--- src/rtl/usb_rx_pkg.sv ---
// ============================================================================
// Module   : usb_rx_pkg
// Purpose  : Shared types and default constants for the USB receive decoder.
// Revision : 1.0 - initial release
// ============================================================================
`default_nettype none

package usb_rx_pkg;

  typedef enum logic [1:0] {
    LS_J   = 2'd0,
    LS_K   = 2'd1,
    LS_SE0 = 2'd2,
    LS_SE1 = 2'd3
  } line_state_t;

  typedef enum logic {
    DATA    = 1'b0,
    SE0_RUN = 1'b1
  } rx_dec_state_t;

  localparam int USB_STUFF_LEN    = 6;
  localparam int USB_EOP_SE0_BITS = 2;

endpackage

`default_nettype wire

--- src/rtl/usb_line_classify.sv ---
// ============================================================================
// Module   : usb_line_classify
// Purpose  : Maps the synchronised D+/D- pair onto J/K/SE0/SE1 for the line speed.
// Revision : 1.0 - initial release
// ============================================================================
`default_nettype none

module usb_line_classify
  import usb_rx_pkg::*;
#(
  parameter int LOW_SPEED = 0
) (
  input  logic        d_plus,
  input  logic        d_minus,
  output line_state_t line_state
);

  localparam bit C_LOW_SPEED = (LOW_SPEED != 0);

  // Low speed swaps the idle polarity, so J and K trade places.
  always_comb begin
    line_state = LS_SE0;
    case ({d_plus, d_minus})
      2'b00:   line_state = LS_SE0;
      2'b11:   line_state = LS_SE1;
      2'b10:   line_state = C_LOW_SPEED ? LS_K : LS_J;
      2'b01:   line_state = C_LOW_SPEED ? LS_J : LS_K;
      default: line_state = LS_SE0;
    endcase
  end

endmodule

`default_nettype wire

--- src/rtl/usb_rx_nrzi_unstuff.sv ---
// ============================================================================
// Module   : usb_rx_nrzi_unstuff
// Purpose  : NRZI decode, bit unstuffing, EOP and SE0/SE1 fault detection.
// Revision : 1.0 - initial release
// ============================================================================
`default_nettype none

module usb_rx_nrzi_unstuff
  import usb_rx_pkg::*;
#(
  parameter int STUFF_LEN    = USB_STUFF_LEN,
  parameter int EOP_SE0_BITS = USB_EOP_SE0_BITS,
  parameter int LOW_SPEED    = 0
) (
  input  logic clk,
  input  logic rst,
  input  logic d_plus,
  input  logic d_minus,
  input  logic shift_enable,
  output logic d_orig,
  output logic d_valid,
  output logic unstuffed,
  output logic stuff_err,
  output logic eop,
  output logic se0_err,
  output logic se1_err
);

  localparam int              C_ONES_W   = $clog2(STUFF_LEN + 1);
  localparam logic [C_ONES_W-1:0] C_STUFF = C_ONES_W'(STUFF_LEN);
  localparam logic [2:0]      C_EOP_MIN  = 3'(EOP_SE0_BITS);
  localparam logic [2:0]      C_SE0_SAT  = 3'd7;

  line_state_t          line_state;
  rx_dec_state_t        state, state_nxt;
  line_state_t          prev_level, prev_level_nxt;
  logic [C_ONES_W-1:0]  ones_cnt, ones_cnt_nxt;
  logic [2:0]           se0_cnt, se0_cnt_nxt;
  logic                 bit_val;
  logic                 d_orig_nxt, d_valid_nxt, unstuffed_nxt, stuff_err_nxt;
  logic                 eop_nxt, se0_err_nxt, se1_err_nxt;

  usb_line_classify #(
    .LOW_SPEED (LOW_SPEED)
  ) u_classify (
    .d_plus     (d_plus),
    .d_minus    (d_minus),
    .line_state (line_state)
  );

  always_ff @(posedge clk or posedge rst) begin
    if (rst) begin
      state      <= DATA;
      prev_level <= LS_J;
      ones_cnt   <= '0;
      se0_cnt    <= '0;
      d_orig     <= 1'b0;
      d_valid    <= 1'b0;
      unstuffed  <= 1'b0;
      stuff_err  <= 1'b0;
      eop        <= 1'b0;
      se0_err    <= 1'b0;
      se1_err    <= 1'b0;
    end else begin
      state      <= state_nxt;
      prev_level <= prev_level_nxt;
      ones_cnt   <= ones_cnt_nxt;
      se0_cnt    <= se0_cnt_nxt;
      d_orig     <= d_orig_nxt;
      d_valid    <= d_valid_nxt;
      unstuffed  <= unstuffed_nxt;
      stuff_err  <= stuff_err_nxt;
      eop        <= eop_nxt;
      se0_err    <= se0_err_nxt;
      se1_err    <= se1_err_nxt;
    end
  end

  always_comb begin
    state_nxt      = state;
    prev_level_nxt = prev_level;
    ones_cnt_nxt   = ones_cnt;
    se0_cnt_nxt    = se0_cnt;
    d_orig_nxt     = d_orig;
    d_valid_nxt    = 1'b0;
    unstuffed_nxt  = 1'b0;
    stuff_err_nxt  = 1'b0;
    eop_nxt        = 1'b0;
    se0_err_nxt    = 1'b0;
    se1_err_nxt    = 1'b0;
    bit_val        = 1'b0;

    if (shift_enable) begin
      case (line_state)
        // SE1 is flagged but otherwise invisible to the decoder.
        LS_SE1: se1_err_nxt = 1'b1;

        LS_SE0: begin
          if (state == DATA) begin
            se0_cnt_nxt = 3'd1;
            state_nxt   = SE0_RUN;
          end else if (se0_cnt != C_SE0_SAT) begin
            se0_cnt_nxt = se0_cnt + 3'd1;
          end
        end

        default: begin
          if (state == SE0_RUN) begin
            if (line_state == LS_J && se0_cnt >= C_EOP_MIN) begin
              eop_nxt = 1'b1;
            end else begin
              se0_err_nxt = 1'b1;
            end
            prev_level_nxt = line_state;
            ones_cnt_nxt   = '0;
            se0_cnt_nxt    = '0;
            state_nxt      = DATA;
          end else begin
            bit_val        = (line_state == prev_level);
            prev_level_nxt = line_state;
            if (ones_cnt == C_STUFF) begin
              // This slot must carry the stuffed 0; a 1 here is a violation.
              unstuffed_nxt = ~bit_val;
              stuff_err_nxt = bit_val;
              ones_cnt_nxt  = '0;
            end else begin
              d_orig_nxt   = bit_val;
              d_valid_nxt  = 1'b1;
              ones_cnt_nxt = bit_val ? ones_cnt + C_ONES_W'(1) : '0;
            end
          end
        end
      endcase
    end
  end

endmodule

`default_nettype wire

--- config.mk ---
export PLATFORM = sky130hd
export DESIGN_NAME = usb_rx_nrzi_unstuff
export DESIGN_NICKNAME = d
export VERILOG_FILES = /design/src/rtl/usb_rx_pkg.sv /design/src/rtl/usb_line_classify.sv /design/src/rtl/usb_rx_nrzi_unstuff.sv
export SDC_FILE = /design/constraint.sdc
export NUM_CORES = 1
export LEC_CHECK = 0
export ABC_AREA = 1
export BUFFER_PORTS_ARGS = -buffer_cell sky130_fd_sc_hd__buf_2
export CAP_MARGIN = 20
export CORE_UTILIZATION = 54
export DETAILED_ROUTE_END_ITERATION = 10
export PLACE_DENSITY = 0.84
export SLEW_MARGIN = 20
export SYNTH_ARGS = -nofsm -noshare
export SYNTH_HDL_FRONTEND = slang
export SYNTH_SLANG_ARGS = --single-unit
--- constraint.sdc ---
create_clock -name clk -period 1.6 [get_ports clk]
set_clock_uncertainty 0.05 [all_clocks]
set_input_delay 0 -clock clk [delete_from_list [all_inputs] [get_ports clk]]
set_output_delay 0 -clock clk [all_outputs]
set_load 0.02 [all_outputs]
Yosys cells after proc, flatten, opt, wreduce, memory -nomap -nowiden
Cells that the tools add are included.
{"block": "word_totals", "regBits": 16}
{"block": "classes", "n_addsub": 2, "order_cmp": 1, "n_eq_ne": 9, "mux": 31, "n_bitwise": 5, "reduce_logical": 9}
{"op": "$mux 1", "count": 22}
{"op": "$mux 3", "count": 6}
{"op": "$eq 2x2->1 const B", "count": 4}
{"op": "$pmux 2 s4", "count": 1}
{"op": "$reduce_and 4->1", "count": 2}
{"op": "$add 3x1->3 const B", "count": 2}
{"op": "$ne 3x3->1 const B", "count": 2}
{"op": "$pmux 3 s2", "count": 1}
{"op": "$not 1->1", "count": 5}
{"op": "$logic_not 2->1", "count": 2}
{"op": "$reduce_and 2->1", "count": 2}
{"op": "$eq 3x3->1 const B", "count": 1}
{"op": "$ge 3x2->1 const B", "count": 1}
{"op": "$eq 2x1->1 const B", "count": 1}
{"op": "$eq 2x2->1", "count": 1}
{"op": "$pmux 1 s2", "count": 1}
{"op": "$reduce_bool 2->1", "count": 1}
{"op": "$reduce_or 2->1", "count": 1}
{"op": "$logic_and 1x1->1", "count": 1}

Logic depth before layout (Yosys ltp)
Gate-level depths: netlist (run 1).
{"block": "logic_depth", "word_depth": 8, "depth_mapped": 8, "depth_no_buf": 8}

Modules after synthesis
A second synthesis (run 1) with hierarchy kept.
{"block": "unflattened", "hier_cells": 99, "area_unflattened_um2": 818.3}
{"mod": "usb_rx_nrzi_unstuff", "n_inst": 1, "cells_per_inst": 93, "area_per_inst_um2": 778.2, "seq_area_each_um2": 400.4}
{"mod": "usb_line_classify", "n_inst": 1, "cells_per_inst": 6, "area_per_inst_um2": 40.0, "seq_area_each_um2": 0.0}

Worst setup path before layout (run 1)
OpenSTA, ideal clock, no wires.
{"block": "synth_timing", "path_kind": "reg-to-reg", "from": "register se0_cnt[1]", "to": "register se0_cnt[0]", "setup_time_ps": 123, "arrival_time_ps": 1003, "required_ps": 1427, "path_slack_ps": 423, "path_stages_with_launch": 7, "n_path_buf": 0, "period_less_slack_ps": 1177, "cell_sequence": "dfrtp_1 ha_1 ha_1 nand3_1 nand2_2 nand2_1 o21ai_1"}
{"block": "synth_between", "elab_chain_cells": 3}
{"item": "from (decl)", "line_no": "usb_rx_nrzi_unstuff.sv:38", "text": "logic [2:0] se0_cnt, se0_cnt_nxt;"}
{"item": "from (signal assigned)", "line_no": "usb_rx_nrzi_unstuff.sv:68", "text": "se0_cnt <= se0_cnt_nxt;"}
{"item": "$ne 3x3->1", "line_no": "usb_rx_nrzi_unstuff.sv:102", "text": "end else if (se0_cnt != C_SE0_SAT) begin"}
{"item": "$ne 3x3->1 (no line)"}
{"item": "$reduce_and 4->1 (no line)"}
Every way passes these cells.
A chain may end at the register's enable or synchronous reset.

Worst setup path after layout (run 1)
Same ends and word-level chain as after synthesis.

==> impl_metrics.env, run 1 <==
export IMPL_yosys_warnings=0
export IMPL_worstHoldStart="d_minus"
export IMPL_ys_types=19
export IMPL_vias_per_cell=5.26
export IMPL_reg2regPathDepth=6
export IMPL_timing_final_setup_violations=0
export IMPL_core_sq_mm=0.00138
export IMPL_power_switching_w=0.000256
export IMPL_seq_power_share=0.511
export IMPL_cp_arrival_ns=1.43
export IMPL_crit_required_ns=1.73
export IMPL_htree_levels=1
export IMPL_yosys_top_cells_area="dfrtp_1 47%, ha_1 13%, nand2_1 9.3%, inv_1 4.0%, nor2_1 4.0%"
export IMPL_pwr_density_cell_mw_per_mm2=907
export IMPL_drive_above_1_share=0.259
export IMPL_clockRootBuffer="clkbuf_4"
export IMPL_die_h_um=41.5
export IMPL_startpoint="se0_cnt[1]"
export IMPL_grt_pass1_vias=556
export IMPL_slew_violations=0
export IMPL_critPathCapture="se0_cnt[0]"
export IMPL_final_cell_mix="21 x nand2_1, 16 x dfrtp_1, 11 x buf_2"
export IMPL_grt_max_degree=17
export IMPL_wl_um=1350
export IMPL_synth_fp_nets=109
export IMPL_place_hpwl_um=1040
export IMPL_fin_crit_ns=1.30
export IMPL_slew_headroom=0.612
export IMPL_drc=0
export IMPL_diodes=0
export IMPL_portBuffers=11
export IMPL_path_clk_slew_ns=0.09
export IMPL_dieArea_sq_mm=0.00173
export IMPL_final_hold_viol_count=0
export IMPL_firstDrtPassIters=4
export IMPL_total_power_w=0.000884
export IMPL_netlist_instances=95
export IMPL_rsz0062_at_grt="false"
export IMPL_p_leak_nw=0.558
export IMPL_grt_total_usage=0.171
export IMPL_num_vias=668
export IMPL_cts_tree="done"
export IMPL_clk_latency_ns=0.29
export IMPL_crit_path_end_kind="flop"
export IMPL_hp_class="in -> reg"
export IMPL_cts_sinks=16
export IMPL_grt_ovfl_total=0
export IMPL_cts_max_path_buffers=2
export IMPL_rr_startpoint="se0_cnt[1]"
export IMPL_cap_violations=0
export IMPL_vdd_drop_max_mv=0.454
export IMPL_max_freq_ghz=0.768
export IMPL_ys_ff_latch=16
export IMPL_p_int_w=0.000628
export IMPL_setup_tns_ns=0
export IMPL_cts_buffers=3
export IMPL_post_drt_wl_per_cell_um=10.6
export IMPL_place_congestion=0.772
export IMPL_antenna_left=0
export IMPL_power_switching_share=0.290
export IMPL_worstSetupPathType="reg -> reg"
export IMPL_ioPinCount=12
export IMPL_tightest_slew_ns=0.582
export IMPL_fin_crit_sh=0.814
export IMPL_yosysTopAreaCell="dfrtp_1"
export IMPL_reg2reg_slack_ns=0.30
export IMPL_layout_nets=127
export IMPL_status="finished clean"
export IMPL_rr_endpoint="se0_cnt[0]"
export IMPL_n_fill_cell=101
export IMPL_fp_row_count=13
export IMPL_layout_commonest_cell="nand2_1"
export IMPL_syn_area_sq_um=845
export IMPL_cp_start_kind="flop"
export IMPL_yosysSeqAreaShare=0.474
export IMPL_grt_pass1_wl_um=2260
export IMPL_path_max_fanout=6
export IMPL_syn_to_final_growth_pct=15.4
export IMPL_antenna_found_initial=0
export IMPL_p_comb_frac=0.191
export IMPL_die_w_um=41.5
export IMPL_clock_power_share=0.298
export IMPL_synth_top_area_share=0.474
export IMPL_initial_core_util=0.611
export IMPL_syn_area_per_cell_sq_um=8.89
export IMPL_drt_initial_drc_count=18
==> how the worst min path moves through the flow <==
stage	cells after the start	end	slack, ns
2_1_floorplan	1	d_orig	-0.14
3_3_place_gp	2	unstuffed	0.04
3_5_place_dp	2	unstuffed	0.04
4_1_cts	4	se1_err	0.06
5_1_grt	4	se1_err	0.11
6_report	4	se1_err	0.06
==> synth_stat cells (all sizes together) <==
| cell type | number |
|---|---|
| nand3 | 4 |
| o31ai | 1 |
| nor2 | 12 |
| inv | 14 |
| nand2 | 25 |
| nor2b | 1 |
| nand4 | 4 |
| a21oi | 2 |
| ha | 9 |
| dfrtp | 16 |
| clkinv | 1 |
| o21ai | 6 |
==> registers in the layout (all words and copies together) (netlist names) <==
name        count
state           1
prev_level      2
se0_err         1
d_valid         1
ones_cnt        3
d_orig          1
se0_cnt         3
eop             1
se1_err         1
unstuffed       1
stuff_err       1
==> cell families after synthesis <==
logic type	Yosys count	synth area share
AND/OR/NAND/NOR	46	0.265
flip-flops	16	0.474
buffers and inverters	15	0.0667
AO/OA/AOI/OAI	9	0.0607
adder cells (fa/ha/maj)	9	0.133
==> metal layers <==
layer / vias to the layer above / wire length (um) / global-route usage
li1: 336 / - / -
met1: 294 / 620 / 0.217
met2: 34 / 627 / 0.278
met3: 4 / 87 / 0.0391
met4: 0 / 17 / 0.0774
met5: - / 0 / 0
==> area by class of cell <==
type                    count  area (sq um)  share of cell area
flip-flops and latches     16           400               0.411
inverters                  15          56.3              0.0578
repair buffers             13          75.1              0.0770
multi-input cells          64           388               0.398
clock buffers               4          36.3              0.0372
well taps                  15          18.8              0.0193
==> repair_timing <==
action                                 CTS  global route
resized for setup                        0             0
endpoints found under the hold margin   18             0
hold buffers                             2             0
buffers inserted                         0             0
==> critical path: stages, from the launching register on <==
cell,delay (ns)
dfrtp_1,0.43
ha_1,0.20
ha_1,0.19
nand3_1,0.10
nand2_2,0.10
nand2_1,0.07
o21ai_1,0.06
==> power groups by stage <==
stage               clock network (W)  registers, W  logic [W]
global route                 0.000290      0.000455   0.000189
floorplan                           0      0.000472   0.000108
finish                       0.000263      0.000452   0.000169
global placement                    0      0.000459   0.000158
detailed placement                  0      0.000460   0.000165
CTS                          0.000268      0.000452   0.000169
==> metrics by stage <==
stage,instances,setup WS [ns],utilization,hold WS [ns],instance area [sq um]
2_1_floorplan,95,0.423,-,-0.136,845
3_3_place_gp,121,0.376,0.664,0.0378,918
3_5_place_dp,121,0.329,0.664,0.0361,918
4_1_cts,127,0.310,0.705,0.0592,975
5_1_grt,127,0.237,0.705,0.113,975
6_report,127,0.298,0.705,0.0566,975
No activity file was read; power rests on OpenSTA's default activity.
==> run 2: changes to the inputs <==
==> constraint.sdc (replaced) <==
create_clock -name clk -period 1.2 [get_ports clk]
set_clock_uncertainty 0.05 [all_clocks]
set_input_delay 0 -clock clk [delete_from_list [all_inputs] [get_ports clk]]
set_output_delay 0 -clock clk [all_outputs]
set_load 0.02 [all_outputs]
==> run 2 against run 1 <==
Compared with the run above:
- the flow now finishes with violations (negative setup slack)
- sequential cell count stayed put
- total power up 38%
- setup slack got worse by 0.33 ns
- clock power increased by 36%
- utilization is 4.9 points higher
- cell area increased by 6.9%
- clock-buffer cell count unchanged
- critical path type unchanged
==> impl_metrics.env, run 2 (synthesis results as in run 1) <==
export IMPL_status="complete, but fails checks"
export IMPL_violations="negative setup slack"
export IMPL_cp_slowest_cell="dfrtp_1"
export IMPL_rr_startpoint="ones_cnt[1]"
export IMPL_diodes=0
export IMPL_slew_violations=0
export IMPL_cts_tree="done"
export IMPL_rr_endpoint="ones_cnt[0]"
export IMPL_initial_core_util=0.611
export IMPL_grt_pass1_wl_um=2770
export IMPL_cts_max_path_buffers=2
export IMPL_htree_levels=1
export IMPL_worst_slack_ns=-0.0370
export IMPL_place_congestion=0.747
export IMPL_grt_max_degree=17
export IMPL_dpl_cell_count=122
export IMPL_num_vias=686
export IMPL_grt_pass1_vias=674
export IMPL_stdcell_count=130
export IMPL_syn_to_final_growth_pct=23.4
export IMPL_regArea_sq_um=400
export IMPL_drt_initial_drc_count=7
export IMPL_max_freq_ghz=0.808
export IMPL_hold_end="se1_err"
export IMPL_portBuffers=11
export IMPL_min_path_cells=4
export IMPL_cts_buffers=3
export IMPL_final_hold_viol_count=0
export IMPL_reg_top3="ones_cnt x3, se0_cnt x3, prev_level x2"
export IMPL_crit_chain="ha_4, nand2_2, nand2_2, nor2_4, nand4_1, nand2_1"
export IMPL_ioPinCount=12
export IMPL_fin_crit_sh=1.03
export IMPL_crit_family="simple AND/OR/NAND/NOR gates"
export IMPL_wl_um=1550
export IMPL_antenna_found_initial=0
export IMPL_route_met2_wl_um=718
export IMPL_drive_above_1_share=0.339
export IMPL_cap_violations=0
export IMPL_hp_class="in -> reg"
export IMPL_reg2regPathDepth=6
export IMPL_crit_cells=6
export IMPL_layout_commonest_cell="nand2_1"
export IMPL_wirelength_met1_um=682
export IMPL_die_w_um=41.5
export IMPL_grt_ovfl_total=0
export IMPL_path_buf_inv=0
export IMPL_worstHoldStart="d_minus"
export IMPL_reg2reg_slack_ns=-0.04
export IMPL_core_sq_mm=0.00138
export IMPL_final_util=0.754
export IMPL_cp_start_kind="flop"
export IMPL_grt_total_usage=0.212
export IMPL_worstSetupPathType="reg -> reg"
export IMPL_drc=0
export IMPL_vdd_drop_max_mv=0.783
export IMPL_topRoutingLayerUsed="met4"
export IMPL_path_max_fanout=5
export IMPL_dieArea_sq_mm=0.00173
export IMPL_multi_input_area_sq_um=433
export IMPL_clockRootBuffer="clkbuf_4"
export IMPL_path_clk_slew_ns=0.09
export IMPL_crit_required_ns=1.37
export IMPL_antenna_left=0
export IMPL_n_fill_cell=91
export IMPL_place_area_sq_um=926
export IMPL_final_cell_mix="20 x nand2_1, 16 x dfrtp_1, 11 x buf_2, 9 x nor2_1, 8 x inv_1"
export IMPL_clk_latency_ns=0.29
export IMPL_whs_ns=0.0559
export IMPL_fin_area_sq_mm=0.00104
export IMPL_timing_final_setup_violations=4
export IMPL_rsz0062_at_grt="true"
export IMPL_wl_met3_um=74
export IMPL_cp_arrival_ns=1.41
export IMPL_fin_crit_ns=1.24
export IMPL_crit_top_cell="nand2_2"
export IMPL_layout_nets=130
export IMPL_total_power_w=0.00122
export IMPL_die_h_um=41.5
export IMPL_p_leak_nw=0.567
export IMPL_fp_row_count=13
export IMPL_crit_path_end_kind="flop"
export IMPL_pwr_density_cell_mw_per_mm2=1170
export IMPL_max_stage_delay_ns=0.43
export IMPL_vias_per_cell=5.28
export IMPL_slew_headroom=0.584
export IMPL_place_hpwl_um=1080
export IMPL_tightest_slew_ns=0.624
export IMPL_firstDrtPassIters=6
export IMPL_post_drt_wl_per_cell_um=11.9
export IMPL_cts_sinks=16
==> run 2: where the power goes <==
part,switching [W],internal [W],leakage [nW]
clock,0.000172,0.000185,0.0210
combinational,0.000164,0.0000909,0.330
sequential,0.0000275,0.000578,0.216
total,0.000364,0.000854,0.567
==> run 2: worst max path at each step <==
stage / from / end / slack (ns)
floorplan: se0_cnt[1] / se0_cnt[0] / 0.02
global placement: se0_cnt[1] / se0_cnt[0] / -0.01
detailed placement: se0_cnt[1] / se0_cnt[0] / -0.07
CTS: se0_cnt[1] / se0_cnt[0] / -0.04
global route: se0_cnt[1] / se0_cnt[0] / -0.09
finish: ones_cnt[1] / ones_cnt[0] / -0.04
==> run 2: worst reg2reg max path, delay by kind of cell, from the launching register on <==
family	cells	cell delay (ns)
AND/OR/NAND/NOR	5	0.52
flip-flops	1	0.43
adder cells (fa/ha/maj)	1	0.18
==> run 2: what timing repair did <==
item	in CTS	in global routing
hold endpoints to repair	18	0
buffers inserted	1	1
pin swaps	4	6
gates resized for setup	5	5
setup endpoints to repair	6	9
hold buffers	2	0
==> run 2: per-layer routing <==
layer  GRT usage  vias to the layer above
li1            -                      342
met1       0.254                      315
met2       0.344                       21
met3      0.0435                        8
met4       0.135                        0
met5           0                        -
==> run 2: area by class of cell <==
class / instances / area share
Tap cell: 15 / 0.0180
Clock buffer: 4 / 0.0348
Inverter: 15 / 0.0540
Multi-Input combinational cell: 64 / 0.415
Sequential cell: 16 / 0.384
Timing Repair Buffer: 16 / 0.0936
==> run 2: through the flow <==
stage	TNS [ns]	worst slack (ns)
4_1_cts	-0.0544	-0.0363
2_1_floorplan	0	0.0232
3_5_place_dp	-0.190	-0.0677
3_3_place_gp	-0.0134	-0.0124
6_report	-0.0651	-0.0370
5_1_grt	-0.477	-0.0868
